### src/rtl/histogram_readout.sv
// histogram_readout
//
// Readout sequencer for the histogram lanes. A start pulse launches a sweep
// over bin addresses 0..BINS-1. For each bin the address goes out on the
// shared lane address bus, the registered lane counts come back one cycle
// later, and their unsigned sum is offered on a valid/ready stream. The
// block reports itself busy (and freezes the upstream counters) for the
// whole sweep. It can optionally pulse a clear to the lanes when the sweep
// completes.
//
// Ports:
//   clock          rising-edge clock
//   reset          synchronous, active-high reset
//   start          one-cycle sweep request, honoured only when idle
//   clear_on_done  sampled with start; requests a lane_clear at sweep end
//   hist_addr      bin address driven to all lanes
//   lane_hist      lane counts for hist_addr, lane 0 in the low BIN_W bits
//   freeze         high while busy; upstream gates lane enables with it
//   lane_clear     one-cycle clear pulse to the lanes, coincident with done
//   out_valid      merged result available
//   out_ready      consumer accepts the merged result
//   out_bin        bin index of out_sum
//   out_sum        sum of all lane counts for out_bin
//   out_last       marks the final bin of the sweep
//   busy           sequencer not idle
//   done           one-cycle pulse when a sweep completes

module histogram_readout #(
  parameter int LANES  = 4,
  parameter int BINS   = 8,
  parameter int BIN_W  = 14,
  parameter int ADDR_W = 3,
  parameter int SUM_W  = 16
) (
  input  logic                     clock,
  input  logic                     reset,
  input  logic                     start,
  input  logic                     clear_on_done,
  output logic [ADDR_W-1:0]        hist_addr,
  input  logic [LANES*BIN_W-1:0]   lane_hist,
  output logic                     freeze,
  output logic                     lane_clear,
  output logic                     out_valid,
  input  logic                     out_ready,
  output logic [ADDR_W-1:0]        out_bin,
  output logic [SUM_W-1:0]         out_sum,
  output logic                     out_last,
  output logic                     busy,
  output logic                     done
);

  typedef enum logic [2:0] {
    IDLE    = 3'd0,
    FETCH   = 3'd1,
    CAPTURE = 3'd2,
    PRESENT = 3'd3,
    DONE    = 3'd4
  } state_t;

  localparam logic [ADDR_W-1:0] LAST_BIN = ADDR_W'(BINS - 1);

  state_t              state;
  logic [ADDR_W-1:0]   bin;
  logic                clr_req;
  logic [SUM_W-1:0]    lane_sum;

  // The bin register is the lane address bus; it only moves between bins,
  // so it stays put while a result is stalled in PRESENT.
  assign hist_addr = bin;
  assign freeze    = busy;

  // Zero-extended sum of all lane fields; SUM_W is wide enough that the
  // largest possible total cannot wrap.
  always_comb begin
    lane_sum = '0;
    for (int l = 0; l < LANES; l++) begin
      lane_sum = lane_sum + SUM_W'(lane_hist[l*BIN_W +: BIN_W]);
    end
  end

  // Sweep sequencer with all outputs registered alongside the state.
  always_ff @(posedge clock) begin
    if (reset) begin
      state      <= IDLE;
      bin        <= '0;
      clr_req    <= 1'b0;
      out_sum    <= '0;
      out_bin    <= '0;
      out_last   <= 1'b0;
      out_valid  <= 1'b0;
      busy       <= 1'b0;
      done       <= 1'b0;
      lane_clear <= 1'b0;
    end else begin
      case (state)
        IDLE: begin
          if (start) begin
            state   <= FETCH;
            bin     <= '0;
            clr_req <= clear_on_done;
            busy    <= 1'b1;
          end
        end
        FETCH: begin
          // Lanes register hist_addr at this edge; data is valid next cycle.
          state <= CAPTURE;
        end
        CAPTURE: begin
          out_sum   <= lane_sum;
          out_bin   <= bin;
          out_last  <= (bin == LAST_BIN);
          out_valid <= 1'b1;
          state     <= PRESENT;
        end
        PRESENT: begin
          if (out_ready) begin
            out_valid <= 1'b0;
            if (out_last) begin
              state      <= DONE;
              done       <= 1'b1;
              lane_clear <= clr_req;
            end else begin
              bin   <= bin + ADDR_W'(1);
              state <= FETCH;
            end
          end
        end
        DONE: begin
          done       <= 1'b0;
          lane_clear <= 1'b0;
          busy       <= 1'b0;
          state      <= IDLE;
        end
        default: begin
          state      <= IDLE;
          out_valid  <= 1'b0;
          busy       <= 1'b0;
          done       <= 1'b0;
          lane_clear <= 1'b0;
        end
      endcase
    end
  end

endmodule

### config.mk
export PLATFORM = sky130hd
export DESIGN_NAME = histogram_readout
export DESIGN_NICKNAME = d
export VERILOG_FILES = /design/src/rtl/histogram_readout.sv
export SDC_FILE = /design/constraint.sdc
export NUM_CORES = 1
export LEC_CHECK = 0
export CAP_MARGIN = 10
export CORE_MARGIN = 5
export CORE_UTILIZATION = 40
export CTS_CLUSTER_DIAMETER = 60
export DETAILED_ROUTE_END_ITERATION = 8
export DONT_BUFFER_PORTS = 1
export PLACE_DENSITY_LB_ADDON = 0.08
export SYNTH_ARGS = -nofsm -noshare
export SYNTH_HDL_FRONTEND = slang
export SYNTH_SLANG_ARGS = --single-unit
export TNS_END_PERCENT = 1
### constraint.sdc
create_clock -name clock -period 6.21 [get_ports clock]
set_input_delay 1.5525 -clock clock [delete_from_list [all_inputs] [get_ports clock]]
set_output_delay 1.5525 -clock clock [all_outputs]
set_load 0.1 [all_outputs]
==> run_results.csv <==
group,metric,value,unit
sta,slew_violations,0,
floorplanning,die_w,92.6,um
grt,grt_max_degree,36,
drt,wl_met2,2520,um
place,place.gp.congestion,0.761,
drt,wl_met3,400,um
drt,final_antenna_net_count,0,
floorplanning,start_util,40.6,%
logic_synthesis,ys_async_sr_fraction,0,%
logic_synthesis,synth-seq-cells,31,
cts,h-tree-depth,2,
drt,vias_per_cell,5.14,
logic_synthesis,ys.flop_type,"dfxtp_1",
layout,diodes,0,
drt,drtIter0Drc,62,
cts,cts_root_buffer,"clkbuf_8",
logic_synthesis,synth_area_leaders,"dfxtp_1 (23%), fa_1 (21%), inv_1 (11%), ha_1 (7.8%), nand2_1 (4.1%)",
power_and_ir_drop,ir_drop,0.100,mV
logic_synthesis,synth-seq-area-share,22.8,%
grt,antenna_found_initial,0,
floorplanning,rows,30,
cts,cts.sinks,31,
place,io_buffers,0,
setup_path,cp.arrival,4.56,ns
logic_synthesis,synth_edf_count,0,
drt,drtPass1Iterations,4,
cts,clk_pin_slew,0.07,ns
sta,finalHoldViolations,0,
sta,fin_crit_sh,70.7,%
grt,grt_pass1_wl,9230,um
setup_path,cpPeakStageDelay,0.53,ns
layout,instances_no_fill,411,
setup_path,worstPathCellList,"inv_1, fa_1, inv_1, fa_1, ha_1, fa_1, a211oi_2, o21ba_1, a21oi_2, and3_4, o21a_1, a311o_1",
logic_synthesis,synth_simple_gate_area_share,15.7,%
logic_synthesis,muxShareOfSynthArea,1.83,%
setup_path,cpMaxStageDelayCell,"fa_1",
setup_path,path_class,"in -> reg",
sta,tightest_slew,1.08,ns
drt,top_layer,"met4",
floorplanning,coreArea,6720,um2
setup_path,critical_path.max_fanout,3,
logic_synthesis,synth_compound_area_share,15.7,%
floorplanning,die_h,92.6,um
place,dp.cells,404,
drt,wirelength,5450,um
logic_synthesis,synth_top_family_by_area,"adder cells",
sta,final.setup.tns,0,ns
drt,post_drt_wl_per_cell,13.3,um
cts,clock_latency,0.28,ns
cts,postCtsHoldBufs,0,
setup_path,timing.critical_path.mode_cell,"fa_1",
sta,min_period,4.39,ns
setup_path,end_kind,"register",
grt,grtUsageTotal,13.0,%
logic_synthesis,syn_area_per_cell,8.14,um2
floorplanning,die_area,8570,um2
sta,rsz0062_at_grt,"false",
cts,ctsLongestPathBuffers,2,
flow_run,drv_cap,0,
power_and_ir_drop,power_leakage,1.39,nW
logic_synthesis,yosysUniqueCellTypes,49,
sta,setup_viol,0,
cts,cts_resized,0,
drt,wl_met1,2480,um
hold_path,holdCritPathClass,"reg -> reg",
outcome,status,"completed",
sta,max_slew_margin,28.2,%
drt,drt_drc_violations_left,0,
logic_synthesis,yosys.area.top_type,"dfxtp_1",
logic_synthesis,synth_top_area_share,22.8,%
power_and_ir_drop,p_per_area,308,nW/um2
cts,post_cts_buffers,0,
logic_synthesis,yosys.area_share.adder,28.3,%
logic_synthesis,yosys_warnings,0,
logic_synthesis,synth-xor-area-share,1.93,%
sta,fmax,0.228,GHz
layout,final_nets,437,
place,place_hpwl,4240,um
grt,first_global_vias,2027,
cts,cts_made_buffers,5,
sta,fin_skew,0.00263,ns
floorplanning,pin_count,89,
layout,drive_above_1_share,5.14,%
drt,vias,2112,
logic_synthesis,synth_area,2730,um2
logic_synthesis,syn_inst,335,
cts,tritoncts,"yes",
setup_path,cp-start-kind,"input port",
layout,synthToLayoutAreaGrowth,5.37,%
setup_path,required,6.38,ns
logic_synthesis,syn_nets,441,
grt,overflow,0,
==> stage by stage <==
stage / setup slack (ns) / power [mW] / cell area [um2] / hold WS, ns / util [%]
floorplan: 1.67 / 0.665 / 2730 / 0.460 / -
global placement: 1.55 / 0.731 / 2790 / 0.477 / 41.5
detailed placement: 1.52 / 0.731 / 2790 / 0.488 / 41.5
CTS: 1.81 / 0.895 / 2870 / 0.503 / 42.8
global route: 1.66 / 0.958 / 2870 / 0.552 / 42.8
finish: 1.82 / 0.885 / 2870 / 0.501 / 42.8
==> worst max-delay path: cells and delay by family <==
kind / cells / cell delay (ns)
AO/OA/AOI/OAI: 5 / 1.06
adder cells (fa/ha/maj): 4 / 1.65
buffers and inverters: 2 / 0.08
AND/OR/NAND/NOR: 1 / 0.21
==> cells in the mapped netlist, drive strengths merged, types with 2 or more instances <==
master and instances:
dfxtp 31, nor4b 2, and3 4, xnor2 5, a21o 6, clkbuf 5
o2111ai 2, fa 28, o21a 3, nor2 15, a21oi 22, ha 17
a211oi 6, o21ai 10, mux2i 5, nand3 11, buf 8, a31oi 3
a22oi 3, and4 3, inv 83, nor3 14, nand2 30
==> placed cells by master, fill, tap and decap left out, types with 2 or more instances in the layout <==
cell | Yosys | layout
a211oi_1 | 4 | 4
a211oi_2 | 2 | 2
a21o_1 | 6 | 6
a21oi_1 | 21 | 21
a22oi_1 | 3 | 3
a31oi_1 | 3 | 3
and3_1 | 3 | 3
and4_1 | 2 | 2
buf_4 | 1 | 2
clkbuf_8 | 0 | 6
dfxtp_1 | 31 | 30
fa_1 | 28 | 28
ha_1 | 17 | 17
inv_1 | 83 | 83
mux2i_1 | 5 | 5
nand2_1 | 30 | 30
nand3_1 | 11 | 11
nor2_1 | 15 | 15
nor3_1 | 13 | 13
nor4b_1 | 2 | 2
o2111ai_1 | 2 | 2
o21a_1 | 3 | 3
o21ai_0 | 10 | 10
xnor2_1 | 5 | 5
==> registers in the layout, summed over array words and instances (netlist names) <==
name,flops
busy,1
hist_addr,3
lane_clear,1
state,3
out_valid,1
done,1
out_last,1
out_sum,16
out_bin,3
clr_req,1
==> logic make-up after synthesis <==
| group | count (synthesis) |
|---|---|
| buf+inv | 97 |
| compound gates | 64 |
| xor+xnor | 6 |
| flops | 31 |
| fa+ha+maj | 45 |
| mux | 5 |
| simple gates | 87 |
==> layout make-up <==
type,instances,area [um2]
sequential,31,622
fill,678,3840
timing repair buffer,2,15.0
clock buffer,6,82.6
clock inverter,1,5.00
multi-input combinational,207,1730
inverter,84,315
tap,80,100
==> power by group <==
part	internal [mW]	switching (mW)	leakage, nW	total [mW]
combinational	0.154	0.203	1.09	0.358
sequential	0.218	0.146	0.253	0.364
clock	0.0869	0.0758	0.0470	0.163
==> final timing paths <==
kind | start | to | slack, ns | depth (start not counted)
worst min register to register | clr_req$_SDFFE_PP0P_ | clr_req$_SDFFE_PP0P_ | 0.50 | 2
worst min-delay path | clr_req$_SDFFE_PP0P_ | clr_req$_SDFFE_PP0P_ | 0.50 | 2
worst max register to register | state[1]$_SDFFE_PP0P_ | out_sum[11]$_SDFFE_PP0P_ | 3.94 | 4
worst max-delay path | lane_hist[1] | out_sum[13]$_SDFFE_PP0P_ | 1.82 | 12
==> metal layers <==
metal	up-vias	global-route usage, %
li1	1069	-
met1	968	16.9
met2	71	21.2
met3	4	3.74
met4	0	2.97
met5	-	0
No activity file was read; power rests on OpenSTA's default activity.
